### config.mk
export PLATFORM = sky130hd
export DESIGN_NAME = mem_access_stage
export DESIGN_NICKNAME = d
export VERILOG_FILES = /design/src/rtl/mem_access_stage.sv
export SDC_FILE = /design/constraint.sdc
export NUM_CORES = 1
export LEC_CHECK = 0
export ABC_AREA = 1
export CAP_MARGIN = 20
export CELL_PAD_IN_SITES_DETAIL_PLACEMENT = 2
export CELL_PAD_IN_SITES_GLOBAL_PLACEMENT = 2
export CORE_UTILIZATION = 23
export DETAILED_ROUTE_END_ITERATION = 12
export PLACE_DENSITY = 0.76
export SLEW_MARGIN = 15
export SYNTH_ARGS = -nofsm -noshare
export SYNTH_HDL_FRONTEND = slang
export SYNTH_SLANG_ARGS = --single-unit
### constraint.sdc
create_clock -name clk -period 4.1 [get_ports clk]
set_input_delay 0.615 -clock clk [delete_from_list [all_inputs] [get_ports clk]]
set_output_delay 0.615 -clock clk [all_outputs]
set_load 0.005 [all_outputs]
### src/rtl/mem_access_stage.sv
// MEM-stage data-memory access unit: request/ready port, byte enables, load align/extend.
// Optional macro MEM_MISALIGN_TRAP_EN traps misaligned half/word accesses instead of aligning.
module mem_access_stage #(
  parameter int TIMEOUT_CYCLES = 16
) (
  input  logic        clk,
  input  logic        startin,
  input  logic        MEM_mem_read,
  input  logic        MEM_mem_write,
  input  logic [1:0]  MEM_size,
  input  logic        MEM_load_unsigned,
  input  logic [31:0] MEM_alu_result,
  input  logic [31:0] MEM_write_data,
  output logic        dmem_req,
  output logic        dmem_we,
  output logic [31:0] dmem_addr,
  output logic [31:0] dmem_wdata,
  output logic [3:0]  dmem_be,
  input  logic [31:0] dmem_rdata,
  input  logic        dmem_ready,
  output logic [31:0] MEM_mem_data,
  output logic        mem_stall,
  output logic        mem_error,
  output logic        mem_misalign
);

  // state  | meaning
  // IDLE   | no access outstanding; waits for a load/store in MEM
  // ACCESS | request on the port, waiting for dmem_ready or timeout
  // DONE   | result presented, pipeline released for one cycle
  typedef enum logic [1:0] {IDLE, ACCESS, DONE} state_t;

  localparam int CNT_W = (TIMEOUT_CYCLES > 1) ? $clog2(TIMEOUT_CYCLES) : 1;
  localparam logic [CNT_W-1:0] CNT_LAST = CNT_W'((TIMEOUT_CYCLES > 0) ? TIMEOUT_CYCLES - 1 : 0);

  state_t            state_q, state_d;
  logic              req_q, req_d;
  logic              we_q, we_d;
  logic [31:0]       addr_q, addr_d;
  logic [31:0]       wdata_q, wdata_d;
  logic [3:0]        be_q, be_d;
  logic [31:0]       data_q, data_d;
  logic              err_q, err_d;
  logic              mis_q, mis_d;
  logic [CNT_W-1:0]  cnt_q, cnt_d;
  logic [1:0]        ld_size_q, ld_size_d;
  logic [1:0]        ld_off_q, ld_off_d;
  logic              ld_uns_q, ld_uns_d;

  logic              op;
  logic              trap_hit;
  logic [3:0]        be_new;
  logic [31:0]       wdata_new;
  logic [31:0]       load_data;
  logic [7:0]        lane8;
  logic [15:0]       lane16;

  assign op = MEM_mem_read | MEM_mem_write;

`ifdef MEM_MISALIGN_TRAP_EN
  assign trap_hit = ((MEM_size == 2'b01) && MEM_alu_result[0]) ||
                    (MEM_size[1] && (MEM_alu_result[1:0] != 2'b00));
`else
  assign trap_hit = 1'b0;
`endif

  always_comb begin
    be_new    = 4'b1111;
    wdata_new = MEM_write_data;
    case (MEM_size)
      2'b00: begin
        be_new    = 4'b0001 << MEM_alu_result[1:0];
        wdata_new = {4{MEM_write_data[7:0]}};
      end
      2'b01: begin
        be_new    = MEM_alu_result[1] ? 4'b1100 : 4'b0011;
        wdata_new = {2{MEM_write_data[15:0]}};
      end
      default: ;
    endcase
  end

  // Lane selection uses the offset/size captured at request time.
  always_comb begin
    case (ld_off_q)
      2'd0:    lane8 = dmem_rdata[7:0];
      2'd1:    lane8 = dmem_rdata[15:8];
      2'd2:    lane8 = dmem_rdata[23:16];
      default: lane8 = dmem_rdata[31:24];
    endcase
    lane16 = ld_off_q[1] ? dmem_rdata[31:16] : dmem_rdata[15:0];
    case (ld_size_q)
      2'b00:   load_data = {{24{~ld_uns_q & lane8[7]}}, lane8};
      2'b01:   load_data = {{16{~ld_uns_q & lane16[15]}}, lane16};
      default: load_data = dmem_rdata;
    endcase
  end

  always_comb begin
    state_d   = state_q;
    req_d     = req_q;
    we_d      = we_q;
    addr_d    = addr_q;
    wdata_d   = wdata_q;
    be_d      = be_q;
    data_d    = data_q;
    err_d     = 1'b0;
    mis_d     = 1'b0;
    cnt_d     = cnt_q;
    ld_size_d = ld_size_q;
    ld_off_d  = ld_off_q;
    ld_uns_d  = ld_uns_q;
    case (state_q)
      IDLE: begin
        req_d = 1'b0;
        if (op && trap_hit) begin
          state_d = DONE;
          data_d  = 32'h0;
          mis_d   = 1'b1;
        end else if (op) begin
          state_d   = ACCESS;
          req_d     = 1'b1;
          we_d      = MEM_mem_write;
          addr_d    = {MEM_alu_result[31:2], 2'b00};
          wdata_d   = wdata_new;
          be_d      = be_new;
          cnt_d     = '0;
          ld_size_d = MEM_size;
          ld_off_d  = MEM_alu_result[1:0];
          ld_uns_d  = MEM_load_unsigned;
        end
      end
      ACCESS: begin
        if (dmem_ready) begin
          state_d = DONE;
          req_d   = 1'b0;
          we_d    = 1'b0;
          be_d    = 4'b0000;
          if (!we_q) data_d = load_data;
        end else if ((TIMEOUT_CYCLES > 0) && (cnt_q == CNT_LAST)) begin
          state_d = DONE;
          req_d   = 1'b0;
          we_d    = 1'b0;
          be_d    = 4'b0000;
          data_d  = 32'h0;
          err_d   = 1'b1;
        end else begin
          cnt_d = cnt_q + 1'b1;
        end
      end
      DONE: begin
        state_d = IDLE;
        req_d   = 1'b0;
      end
      default: state_d = IDLE;
    endcase
  end

  always_ff @(posedge clk or posedge startin) begin
    if (startin) begin
      state_q   <= IDLE;
      req_q     <= 1'b0;
      we_q      <= 1'b0;
      addr_q    <= 32'h0;
      wdata_q   <= 32'h0;
      be_q      <= 4'b0000;
      data_q    <= 32'h0;
      err_q     <= 1'b0;
      mis_q     <= 1'b0;
      cnt_q     <= '0;
      ld_size_q <= 2'b00;
      ld_off_q  <= 2'b00;
      ld_uns_q  <= 1'b0;
    end else begin
      state_q   <= state_d;
      req_q     <= req_d;
      we_q      <= we_d;
      addr_q    <= addr_d;
      wdata_q   <= wdata_d;
      be_q      <= be_d;
      data_q    <= data_d;
      err_q     <= err_d;
      mis_q     <= mis_d;
      cnt_q     <= cnt_d;
      ld_size_q <= ld_size_d;
      ld_off_q  <= ld_off_d;
      ld_uns_q  <= ld_uns_d;
    end
  end

  assign dmem_req     = req_q;
  assign dmem_we      = we_q;
  assign dmem_addr    = addr_q;
  assign dmem_wdata   = wdata_q;
  assign dmem_be      = be_q;
  assign MEM_mem_data = data_q;
  assign mem_error    = err_q;
  assign mem_misalign = mis_q;
  assign mem_stall    = ((state_q == IDLE) && op) || (state_q == ACCESS);

endmodule

==> flow_metrics.env <==
export IMPL_r2r_slack_ps=1990
export IMPL_pwr_share_seq_pct=35.5
export IMPL_drt_iter0_drc=137
export IMPL_postCtsSetupBuffers=0
export IMPL_numCtsBuffers=9
export IMPL_insertion_delay_ps=360
export IMPL_grt_pass1_wl_um=31400
export IMPL_cts_root_buf="clkbuf_16"
export IMPL_num_rows=54
export IMPL_powerDensity_nw_per_um2=712.9
export IMPL_ant_nets=0
export IMPL_ys_seq_elements=112
export IMPL_vias=5177
export IMPL_hp_class="register to register"
export IMPL_stdcell_area_sq_um=7821
export IMPL_critPathMaxFanout=24
export IMPL_setup_ws_ps=1332
export IMPL_vias_per_cell=4.514
export IMPL_finalSetupViolCount=0
export IMPL_final_cells=1147
export IMPL_fin_nets=969
export IMPL_status="finished clean"
export IMPL_cp_end_kind="output pin"
export IMPL_die_h_um=152.9
export IMPL_start_kind="primary input"
export IMPL_cell_internal_pwr_mw=3.395
export IMPL_finalSetupTns_ps=0
export IMPL_wl_per_cell_um=17.12
export IMPL_switching_share_pct=39.11
export IMPL_fp_dieW_um=152.9
export IMPL_syn_inst=675
export IMPL_core_area_sq_um=22090
export IMPL_cp_arrival_ps=2150
export IMPL_dpl_instance_area_sq_um=7513
export IMPL_area_growth_pct=49.40
export IMPL_place_inst=1130
export IMPL_clkPwrFrac_pct=16.7
export IMPL_max_cap_viol_count=0
export IMPL_cts_root_to_sink_buffers=2
export IMPL_finalHoldWorstSlack_ps=481.3
export IMPL_p_leak_nw=3.714
export IMPL_overflow=0
export IMPL_pre_cts_ws_ps=1300
export IMPL_ys_warn_count=0
export IMPL_power_frac_comb_pct=47.8
export IMPL_worstMarginPinSlew_ps=837.0
export IMPL_slew_viol_final=0
export IMPL_clk_pin_slew_ps=70
export IMPL_ys_seq_area_share_pct=53.54
export IMPL_io_pins=209
export IMPL_ctsHoldBuffers=0
export IMPL_cts_tree="built"
export IMPL_routabilityCongestion=0.7561
export IMPL_finalPower_mw=5.576
export IMPL_drive_gt1_share_pct=3.811
export IMPL_start_util_pct=23.69
export IMPL_grt_max_degree=68
export IMPL_synth_avg_cell_area_sq_um=7.756
export IMPL_hpwlAfterDp_um=14330
export IMPL_antenna_found_initial=1
export IMPL_final_common_cell="nand2_1"
export IMPL_finish_utilization_pct=35.40
export IMPL_clock_skew_ps=7.683
export IMPL_period_minus_slack_ps=2768
export IMPL_post_cts_resized=0
export IMPL_first_pass_iters=4
export IMPL_clock_sinks=112
export IMPL_grt_pass1_vias=5736
export IMPL_hold_violations=0
export IMPL_grt_total_usage_pct=17.18
export IMPL_rsz0062_at_grt="false"
export IMPL_vdd_ir_drop_max_mv=0.2654
export IMPL_max_slew_margin_pct=44.20
export IMPL_critPathKind="primary input to output pin"
export IMPL_cp_required_ps=3480
export IMPL_netlist_area_sq_um=5235
export IMPL_drc=0
export IMPL_synth_cell_types=29
export IMPL_min_period_over_period_pct=67.51
export IMPL_switching_power_mw=2.181
export IMPL_fmax_mhz=361.3
export IMPL_io_buffers=205
export IMPL_die_area_sq_um=23370
export IMPL_cts_htree_levels=3
export IMPL_mostFrequentLayoutCells="nand2_1, clkdlybuf4s50_1, dfrtp_1"
export IMPL_wirelength_um=19640
## synth_stat cells, drive strengths merged
cell type | number | area share (%)
nand3 | 26 | 3.0
a21oi | 36 | 3.4
nand2 | 293 | 21
o31ai | 2 | 0.29
inv | 43 | 3.1
nor2 | 51 | 3.8
clkbuf | 13 | 0.93
xor2 | 2 | 0.33
buf | 23 | 2.5
o21a | 1 | 0.17
nor3 | 1 | 0.096
a31oi | 7 | 0.84
and2 | 1 | 0.12
o21ai | 55 | 5.3
o211ai | 2 | 0.38
or2 | 1 | 0.12
ha | 4 | 0.96
dfrtp | 112 | 54
conb | 1 | 0.072
clkinv | 1 | 0.072
## path summary, 6_finish.rpt
| path | end | cells past startpoint | start |
|---|---|---|---|
| setup reg to reg | MEM_mem_data[28]$_DFFE_PP0P_ | 7 | ld_size_q[1]$_DFFE_PP0P_ |
| min in group asynchronous | dmem_addr[8]$_DFFE_PP0P_ | 2 | startin |
| hold reg to reg | MEM_mem_data[14]$_DFFE_PP0P_ | 2 | MEM_mem_data[14]$_DFFE_PP0P_ |
| max in group asynchronous | dmem_wdata[23]$_DFFE_PP0P_ | 3 | startin |
| hold / removal | MEM_mem_data[14]$_DFFE_PP0P_ | 2 | MEM_mem_data[14]$_DFFE_PP0P_ |
| setup / recovery | mem_stall | 6 | MEM_mem_write |
## power by group through the flow
stage / clock (mW) / combinational, mW / sequential [mW]
5_1_grt: 1.01 / 2.99 / 2.06
4_1_cts: 0.971 / 2.74 / 1.99
3_3_place_gp: 0 / 2.66 / 1.99
6_report: 0.932 / 2.67 / 1.98
2_1_floorplan: 0 / 1.27 / 1.92
3_5_place_dp: 0 / 2.73 / 2.00
## layer usage
layer	share of wire, %	vias to the layer above	global-route usage [%]	wire length [um]
met4	1.0	0	4.329	198
met3	8.4	11	6.039	1659
li1	-	2475	-	-
met5	0	-	0	0
met1	44	2531	21.02	8713
met2	46	160	28.70	9066
## cell families after synthesis
| kind of cell | synth area share [%] |
|---|---|
| compound gates | 10.37 |
| xor+xnor | 0.3347 |
| fa+ha+maj | 0.9561 |
| buf+inv | 6.573 |
| flops | 53.54 |
| other cells | 0.07163 |
| simple gates | 28.15 |
## layout make-up
type	count	area, sq um
flip-flops and latches	112	2803
repair buffers	209	2095
multi-input cells	485	2098
well taps	280	350.3
clock inverters	7	80.08
inverters	44	167.7
clock buffers	9	225.2
diodes	1	2.502
fillers	2541	14270
## state kept, by name (all words and copies together), names as in the netlist
| register | cells |
|---|---|
| ld_size_q | 2 |
| dmem_addr | 30 |
| state_q | 2 |
| cnt_q | 4 |
| dmem_we | 1 |
| MEM_mem_data | 32 |
| ld_off_q | 2 |
| mem_error | 1 |
| dmem_wdata | 32 |
| dmem_be | 4 |
| dmem_req | 1 |
| ld_uns_q | 1 |
## worst max-delay path: stages
cell and delay [ps]:
clkdlybuf4s50_1 470, inv_2 40, nand2_1 100, nand2_2 280
nand2_1 150, clkdlybuf4s50_1 500
Note: power is estimated with default switching activity, not from simulation.
